## config.mk

```make
export PLATFORM = sky130hd
export DESIGN_NAME = coin_credit_frontend
export DESIGN_NICKNAME = d
export VERILOG_FILES = /design/src/rtl/coin_credit_frontend.sv
export SDC_FILE = /design/constraint.sdc
export NUM_CORES = 1
export LEC_CHECK = 0
export CAP_MARGIN = 20
export CORE_ASPECT_RATIO = 0.8
export CORE_UTILIZATION = 52
export DETAILED_ROUTE_END_ITERATION = 12
export PLACE_DENSITY = 0.8
export SETUP_SLACK_MARGIN = 0.15
export SYNTH_ARGS = -nofsm -noshare
export SYNTH_HDL_FRONTEND = slang
export SYNTH_SLANG_ARGS = --single-unit
```

## constraint.sdc

```tcl
create_clock -name clk -period 3.7 [get_ports clk]
set_clock_uncertainty 0.1 [all_clocks]
set_input_delay 0.925 -clock clk [delete_from_list [all_inputs] [get_ports clk]]
set_output_delay 0.925 -clock clk [all_outputs]
set_load 0.05 [all_outputs]
```

## src/rtl/coin_credit_frontend.sv

```systemverilog
// coin_credit_frontend
// Front end of the food-seller controller. Raw panel contacts are synchronised,
// debounced and turned into single-cycle event pulses. Those pulses drive a
// small credit FSM that collects coins and offers one order per purchase to the
// main FSM over a valid/ready handshake. It can also issue a one-cycle refund strobe.

module coin_credit_frontend #(
    parameter int DEB_CYCLES = 4,
    parameter int CREDIT_W   = 8,
    parameter int MAX_CREDIT = 99,
    parameter int PRICE0     = 10,
    parameter int PRICE1     = 15,
    parameter int PRICE2     = 20,
    parameter int PRICE3     = 25
) (
    input  logic                clk,
    input  logic                rst_n,
    input  logic                coin5_raw,
    input  logic                coin10_raw,
    input  logic                buy_raw,
    input  logic                cancel_raw,
    input  logic [1:0]          sel,
    output logic                order_valid,
    input  logic                order_ready,
    output logic [1:0]          order_item,
    output logic [CREDIT_W-1:0] order_change,
    output logic                refund_valid,
    output logic [CREDIT_W-1:0] refund_amt,
    output logic [CREDIT_W-1:0] credit,
    output logic                coin_reject
);

    // ------------------------------------------------------------------
    // Constants
    // ------------------------------------------------------------------
    localparam int NUM_IN     = 4;
    localparam int IDX_COIN5  = 0;
    localparam int IDX_COIN10 = 1;
    localparam int IDX_BUY    = 2;
    localparam int IDX_CANCEL = 3;

    // The run counter only has to reach DEB_CYCLES-1; the flip happens on the next differing sample.
    localparam int                  CNT_W   = (DEB_CYCLES > 1) ? $clog2(DEB_CYCLES) : 1;
    localparam logic [CNT_W-1:0]    CNT_MAX = CNT_W'(DEB_CYCLES - 1);

    localparam logic [CREDIT_W-1:0] COIN5_VAL  = CREDIT_W'(5);
    localparam logic [CREDIT_W-1:0] COIN10_VAL = CREDIT_W'(10);
    // The limit is kept one bit wider so that the overflow test cannot wrap.
    localparam logic [CREDIT_W:0]   MAX_SUM    = (CREDIT_W + 1)'(MAX_CREDIT);

    typedef enum logic [1:0] {
        S_IDLE    = 2'd0,
        S_COLLECT = 2'd1,
        S_OFFER   = 2'd2,
        S_REFUND  = 2'd3
    } state_t;

    function automatic logic [CREDIT_W-1:0] price_of(input logic [1:0] item);
        case (item)
            2'd0:    return CREDIT_W'(PRICE0);
            2'd1:    return CREDIT_W'(PRICE1);
            2'd2:    return CREDIT_W'(PRICE2);
            default: return CREDIT_W'(PRICE3);
        endcase
    endfunction

    // ------------------------------------------------------------------
    // Input conditioning: sync -> debounce -> rising-edge pulse
    // ------------------------------------------------------------------
    logic [NUM_IN-1:0]            raw_vec;
    logic [NUM_IN-1:0]            sync1;
    logic [NUM_IN-1:0]            sync2;
    logic [NUM_IN-1:0]            level;
    logic [NUM_IN-1:0]            level_d;
    logic [NUM_IN-1:0]            pulse;
    logic [NUM_IN-1:0][CNT_W-1:0] deb_cnt;

    assign raw_vec = {cancel_raw, buy_raw, coin10_raw, coin5_raw};

    // Two-flop synchroniser for the asynchronous panel contacts.
    always_ff @(posedge clk or negedge rst_n) begin
        if (!rst_n) begin
            sync1 <= '0;
            sync2 <= '0;
        end else begin
            // NOTE: non-blocking assignments make sync2 take the old sync1, so this is really two flops.
            sync1 <= raw_vec;
            sync2 <= sync1;
        end
    end

    // Debounce: a level flips only after DEB_CYCLES consecutive samples that disagree with it.
    always_ff @(posedge clk or negedge rst_n) begin
        if (!rst_n) begin
            level   <= '0;
            // NOTE: these counters are control state, not a data store, so they are reset too.
            deb_cnt <= '0;
        end else begin
            for (int i = 0; i < NUM_IN; i++) begin
                if (sync2[i] == level[i]) begin
                    deb_cnt[i] <= '0;
                end else if (deb_cnt[i] == CNT_MAX) begin
                    level[i]   <= ~level[i];
                    deb_cnt[i] <= '0;
                end else begin
                    deb_cnt[i] <= deb_cnt[i] + CNT_W'(1);
                end
            end
        end
    end

    // One-cycle pulse on each debounced rising edge; falling edges are ignored.
    always_ff @(posedge clk or negedge rst_n) begin
        if (!rst_n) begin
            level_d <= '0;
            pulse   <= '0;
        end else begin
            level_d <= level;
            pulse   <= level & ~level_d;
        end
    end

    // ------------------------------------------------------------------
    // Event arbitration: cancel > buy > coin10 > coin5
    // ------------------------------------------------------------------
    logic                c5_p;
    logic                c10_p;
    logic                buy_p;
    logic                cancel_p;
    logic                coin_win;
    logic                coin_dropped;
    logic [CREDIT_W-1:0] coin_value;
    logic [CREDIT_W:0]   credit_sum;
    logic [CREDIT_W-1:0] price;

    assign c5_p       = pulse[IDX_COIN5];
    assign c10_p      = pulse[IDX_COIN10];
    assign buy_p      = pulse[IDX_BUY];
    assign cancel_p   = pulse[IDX_CANCEL];
    assign credit_sum = {1'b0, credit} + {1'b0, coin_value};
    assign price      = price_of(sel);

    // Select the winning coin, if any, and flag coin pulses that lost arbitration.
    always_comb begin
        // NOTE: every output of a combinational block gets a default first, so no path can infer a latch.
        coin_win     = 1'b0;
        coin_dropped = 1'b0;
        coin_value   = '0;
        if (cancel_p || buy_p) begin
            coin_dropped = c5_p | c10_p;
        end else if (c10_p) begin
            coin_win     = 1'b1;
            coin_value   = COIN10_VAL;
            coin_dropped = c5_p;
        end else if (c5_p) begin
            coin_win     = 1'b1;
            coin_value   = COIN5_VAL;
        end
    end

    // ------------------------------------------------------------------
    // Credit FSM
    // ------------------------------------------------------------------
    state_t              state;
    state_t              state_next;
    logic [CREDIT_W-1:0] credit_next;
    logic [CREDIT_W-1:0] change_next;
    logic [CREDIT_W-1:0] refund_amt_next;
    logic [1:0]          item_next;
    logic                valid_next;
    logic                refund_next;
    logic                reject_next;

    // Next-state and next-output logic; everything defaults to hold or idle.
    always_comb begin
        state_next      = state;
        credit_next     = credit;
        valid_next      = order_valid;
        item_next       = order_item;
        change_next     = order_change;
        refund_next     = 1'b0;
        refund_amt_next = refund_amt;
        reject_next     = coin_dropped;

        unique case (state)
            S_IDLE: begin
                // Buy and cancel mean nothing without credit.
                if (coin_win) begin
                    credit_next = coin_value;
                    state_next  = S_COLLECT;
                end
            end
            S_COLLECT: begin
                if (cancel_p) begin
                    refund_next     = 1'b1;
                    refund_amt_next = credit;
                    state_next      = S_REFUND;
                end else if (buy_p) begin
                    if (credit >= price) begin
                        item_next   = sel;
                        change_next = credit - price;
                        valid_next  = 1'b1;
                        state_next  = S_OFFER;
                    end
                end else if (coin_win) begin
                    if (credit_sum > MAX_SUM) begin
                        reject_next = 1'b1;
                    end else begin
                        credit_next = credit_sum[CREDIT_W-1:0];
                    end
                end
            end
            S_OFFER: begin
                // The payload is frozen; only the handshake can move us on.
                if (coin_win) begin
                    reject_next = 1'b1;
                end
                if (order_valid && order_ready) begin
                    valid_next  = 1'b0;
                    credit_next = '0;
                    state_next  = S_IDLE;
                end
            end
            S_REFUND: begin
                // The refund strobe is high for this cycle only.
                if (coin_win) begin
                    reject_next = 1'b1;
                end
                credit_next = '0;
                state_next  = S_IDLE;
            end
            default: begin
                state_next = S_IDLE;
            end
        endcase
    end

    // State and registered outputs; reset drops any in-flight order or refund.
    always_ff @(posedge clk or negedge rst_n) begin
        if (!rst_n) begin
            state        <= S_IDLE;
            credit       <= '0;
            order_valid  <= 1'b0;
            order_item   <= '0;
            order_change <= '0;
            refund_valid <= 1'b0;
            refund_amt   <= '0;
            coin_reject  <= 1'b0;
        end else begin
            state        <= state_next;
            credit       <= credit_next;
            order_valid  <= valid_next;
            order_item   <= item_next;
            order_change <= change_next;
            refund_valid <= refund_next;
            refund_amt   <= refund_amt_next;
            coin_reject  <= reject_next;
        end
    end

endmodule

```

==> impl_results.md <==
* Initial antenna violation count at 0
* Period minus WS final at 3.39 ns
* Grt ovf at 0
* Worst vdd ir at 0.000440 V
* Die Area at 0.00602 sq mm
* Drt wl/cell at 14.7 um
* Largest net degree at the start of global routing at 46
* Gate Count Post-Synth at 282
* Max-Cap Viols at 0
* Simple-gate share of the synthesized area at 0.159
* Mux contribution to synthesized area at 0.0687
* H-tree level count at 3
* Area Overhead vs Synth at 28.1%
* Finished layout cell area at 0.00380 sq mm
* Status: complete, no violations
* Mapped Avg Cell Area at 10.5 sq um
* Drt total wl at 6210 um
* Gpl congestion at 0.865
* Type of the worst setup path: in -> reg
* DIE HEIGHT at 69.6 um
* Reg clk slew, reported paths at 0.07 ns
* Count of final hold-check violations at 0
* Layout Utilization at 0.696
* Die X at 86.5 um
* Setup crit end kind: flip-flop
* HPWL Detailed at 4490 um
* Placed Area at 0.00352 sq mm
* Largest family of logic cells by synthesized area: simple AND/OR/NAND/NOR gates
* Nets at 366
* Drt first pass iters at 4
* Synthesized flop and latch total at 59
* Cell area after synthesis at 0.00297 sq mm
* Max-slew headroom at 0.629
* Setup crit start kind: input port
* Ant diodes at 0
* Compound-cell area share of the yosys netlist at 0.133
* Clock Tree Root: clkbuf_8
* First-pass GRT wire length at 10300 um
* Worst-Margin Slew at 0.542 ns
* Synth warn at 0
* Routed vias at 2303
* Synth cell types at 54
* IO Count at 38
* Pwr dens at 852 mW/mm^2
* Period utilization at 0.916
* Vias in the first global route at 2241
* CP Data Required Time at 3.88 ns
* Post-synthesis adder-cell area fraction at 0.0779
* F_max at 295 MHz
* Site row count at 24
* XOR/XNOR share of the synthesized area at 0.0324
* TritonCTS clock tree: yes
* Slew Limit Fails at 0
* Share of layout cells above drive strength 1 at 0.194
* Slowest stage delay, CP at 0.42 ns
* 1st-iter DRT viols at 209
* Commonest register cell after synthesis: dfrtp_1
* Leak at 1.71 nW
* Worst path cell trace: clkdlybuf4s50_1 > buf_4 > ha_1 > or2_2 > ha_1 > and4b_1 > a311oi_2 > a211oi_2 > buf_4 > buf_4 > mux2_2 > nor2_1
* CP arrival at 3.57 ns
* Latest clock arrival within the worst-skew pair at 0.34 ns
* Num CTS Buffers at 9
* RSZ-0062 raised after global routing: no
* Number of flops mapped to enable cells by yosys at 0
* WP buf/inv at 4
* I/O Buffers at 37
* Largest fanout on the critical path at 2
* Total clock sinks at 59
* Asr flop ratio synth at 1.00
* Hold WS at 0.251 ns
* CP delay by family, top: buffers and inverters
* Via density at 5.44
* Sequential share of the synthesized area at 0.497
* Post-Syn Nets at 308
* CTS Buffer Depth at 2
* Residual DRC at 0
* Initial Utilization at 0.543
* Hold crit path type: reg -> reg
* CP dominant cell by count: buf_4
* GRT Util Overall at 0.225
* Endpoints failing setup at 0
* Placeable Area at 0.00547 sq mm
* Antenna Nets Post-Route at 0
* Slowest CP cell: clkdlybuf4s50_1
[layer usage]
metal | track usage | wire, um
met5 | 0 | 0
met4 | 0.106 | 80
met3 | 0.0702 | 305
met1 | 0.281 | 2740
met2 | 0.357 | 3080
[synthesized netlist by cell type (2+ instances only)]
cell | number | share of area
nand2_1 | 25 | 0.032
nand3_1 | 5 | 0.0084
nand4_1 | 4 | 0.0084
mux2i_1 | 2 | 0.0067
nor3_1 | 4 | 0.0067
xnor2_1 | 9 | 0.027
mux2_4 | 4 | 0.020
nor2b_1 | 12 | 0.025
ha_1 | 16 | 0.067
nor2_1 | 19 | 0.024
and3_1 | 2 | 0.0042
o211ai_1 | 2 | 0.0051
inv_1 | 15 | 0.019
clkbuf_1 | 8 | 0.010
o21ai_2 | 2 | 0.0059
a21boi_0 | 2 | 0.0051
a21oi_1 | 12 | 0.020
or4bb_1 | 2 | 0.0076
nand2b_1 | 4 | 0.0084
o21ai_0 | 27 | 0.045
a31oi_1 | 3 | 0.0063
mux2_2 | 11 | 0.042
a211oi_1 | 2 | 0.0051
dfrtp_1 | 59 | 0.50
xor2_1 | 2 | 0.0059
[cell type report]
cell class	instances	area [sq um]
inverters	15	56.3
clock buffers	11	141
multi-input cells	198	1430
fillers	418	1660
repair buffers	57	539
well taps	78	97.6
clock inverters	5	61.3
flip-flops and latches	59	1480
[report_power, final]
group | leakage [nW] | switching [mW] | total [mW] | internal [mW]
combinational | 0.866 | 0.921 | 1.59 | 0.666
sequential | 0.749 | 0.206 | 1.07 | 0.860
clock | 0.0922 | 0.258 | 0.589 | 0.331
[kinds of logic (layout without fill, tap and decap cells)]
family,after synthesis,in the layout
AOI/OAI and AO/OA,63,63
xor gates and xnor gates,11,11
adders and majority gates,18,18
buffers and inverters,25,88
DFF,59,59
muxes,17,17
and+or+nand+nor,89,89
[state kept, by name (all words and copies together), names as in the netlist, 2 cells and up]
signal and count:
level_d 4, state 2, credit 8, refund_amt 8, pulse 4, order_item 2
level 4, order_change 8, deb_cnt 8, sync2 4, sync1 4
[cells in the final DEF (no fill, tap or decap), types with 2 or more instances in the layout]
cell type | synthesis | routed
o21ai_0 | 27 | 25
clkinvlp_4 | 0 | 3
xor2_1 | 2 | 2
buf_2 | 1 | 2
ha_1 | 16 | 16
nand2_1 | 25 | 24
and3_1 | 2 | 2
a21oi_1 | 12 | 12
xnor2_1 | 9 | 9
nor2b_1 | 12 | 12
o21ai_2 | 2 | 3
buf_4 | 0 | 17
a31oi_1 | 3 | 3
nand4_1 | 4 | 4
mux2i_1 | 2 | 2
nor2_2 | 1 | 2
dfrtp_1 | 59 | 59
a211oi_2 | 1 | 2
nand3_1 | 5 | 5
o211ai_1 | 2 | 2
clkbuf_8 | 0 | 10
nor2_1 | 19 | 18
or4bb_1 | 2 | 2
mux2_4 | 4 | 4
mux2_2 | 11 | 11
nand2b_1 | 4 | 4
nor3_1 | 4 | 4
clkdlybuf4s50_1 | 0 | 35
inv_1 | 15 | 15
[path summary, 6_finish.rpt]
path	slack, ns	to	depth (start not counted)	startpoint
min in group asynchronous	0.47	order_change[5]$_DFFE_PN0P_	1	rst_n
min reg2reg	0.25	sync2[0]$_DFF_PN0_	0	sync1[0]$_DFF_PN0_
min	0.25	sync2[0]$_DFF_PN0_	0	sync1[0]$_DFF_PN0_
max reg2reg	0.44	credit[0]$_DFFE_PN0P_	10	pulse[1]$_DFF_PN0_
max	0.31	state[0]$_DFFE_PN0P_	12	sel[1]
max in group asynchronous	2.27	level[3]$_DFFE_PN0P_	3	rst_n
[through the flow]
stage | TNS (ns) | total power, mW | setup WS, ns | cells
after floorplan | 0 | 2.12 | 0.350 | 282
after global placement | -0.734 | 2.56 | -0.136 | 404
after detailed placement | -2.83 | 2.61 | -0.317 | 404
after CTS | 0 | 3.21 | 0.166 | 421
after global routing | 0 | 3.44 | 0.154 | 423
final | 0 | 3.24 | 0.311 | 423
[what timing repair did]
item / in CTS / in global routing
hold endpoints to repair: 0 / 0
gates cloned: 0 / 1
hold buffers: 0 / 0
pin swaps: 1 / 1
endpoints found under the setup margin: 9 / 13
setup buffers: 1 / 0
resized for setup: 3 / 10
Power figures use the tool's default switching activity.
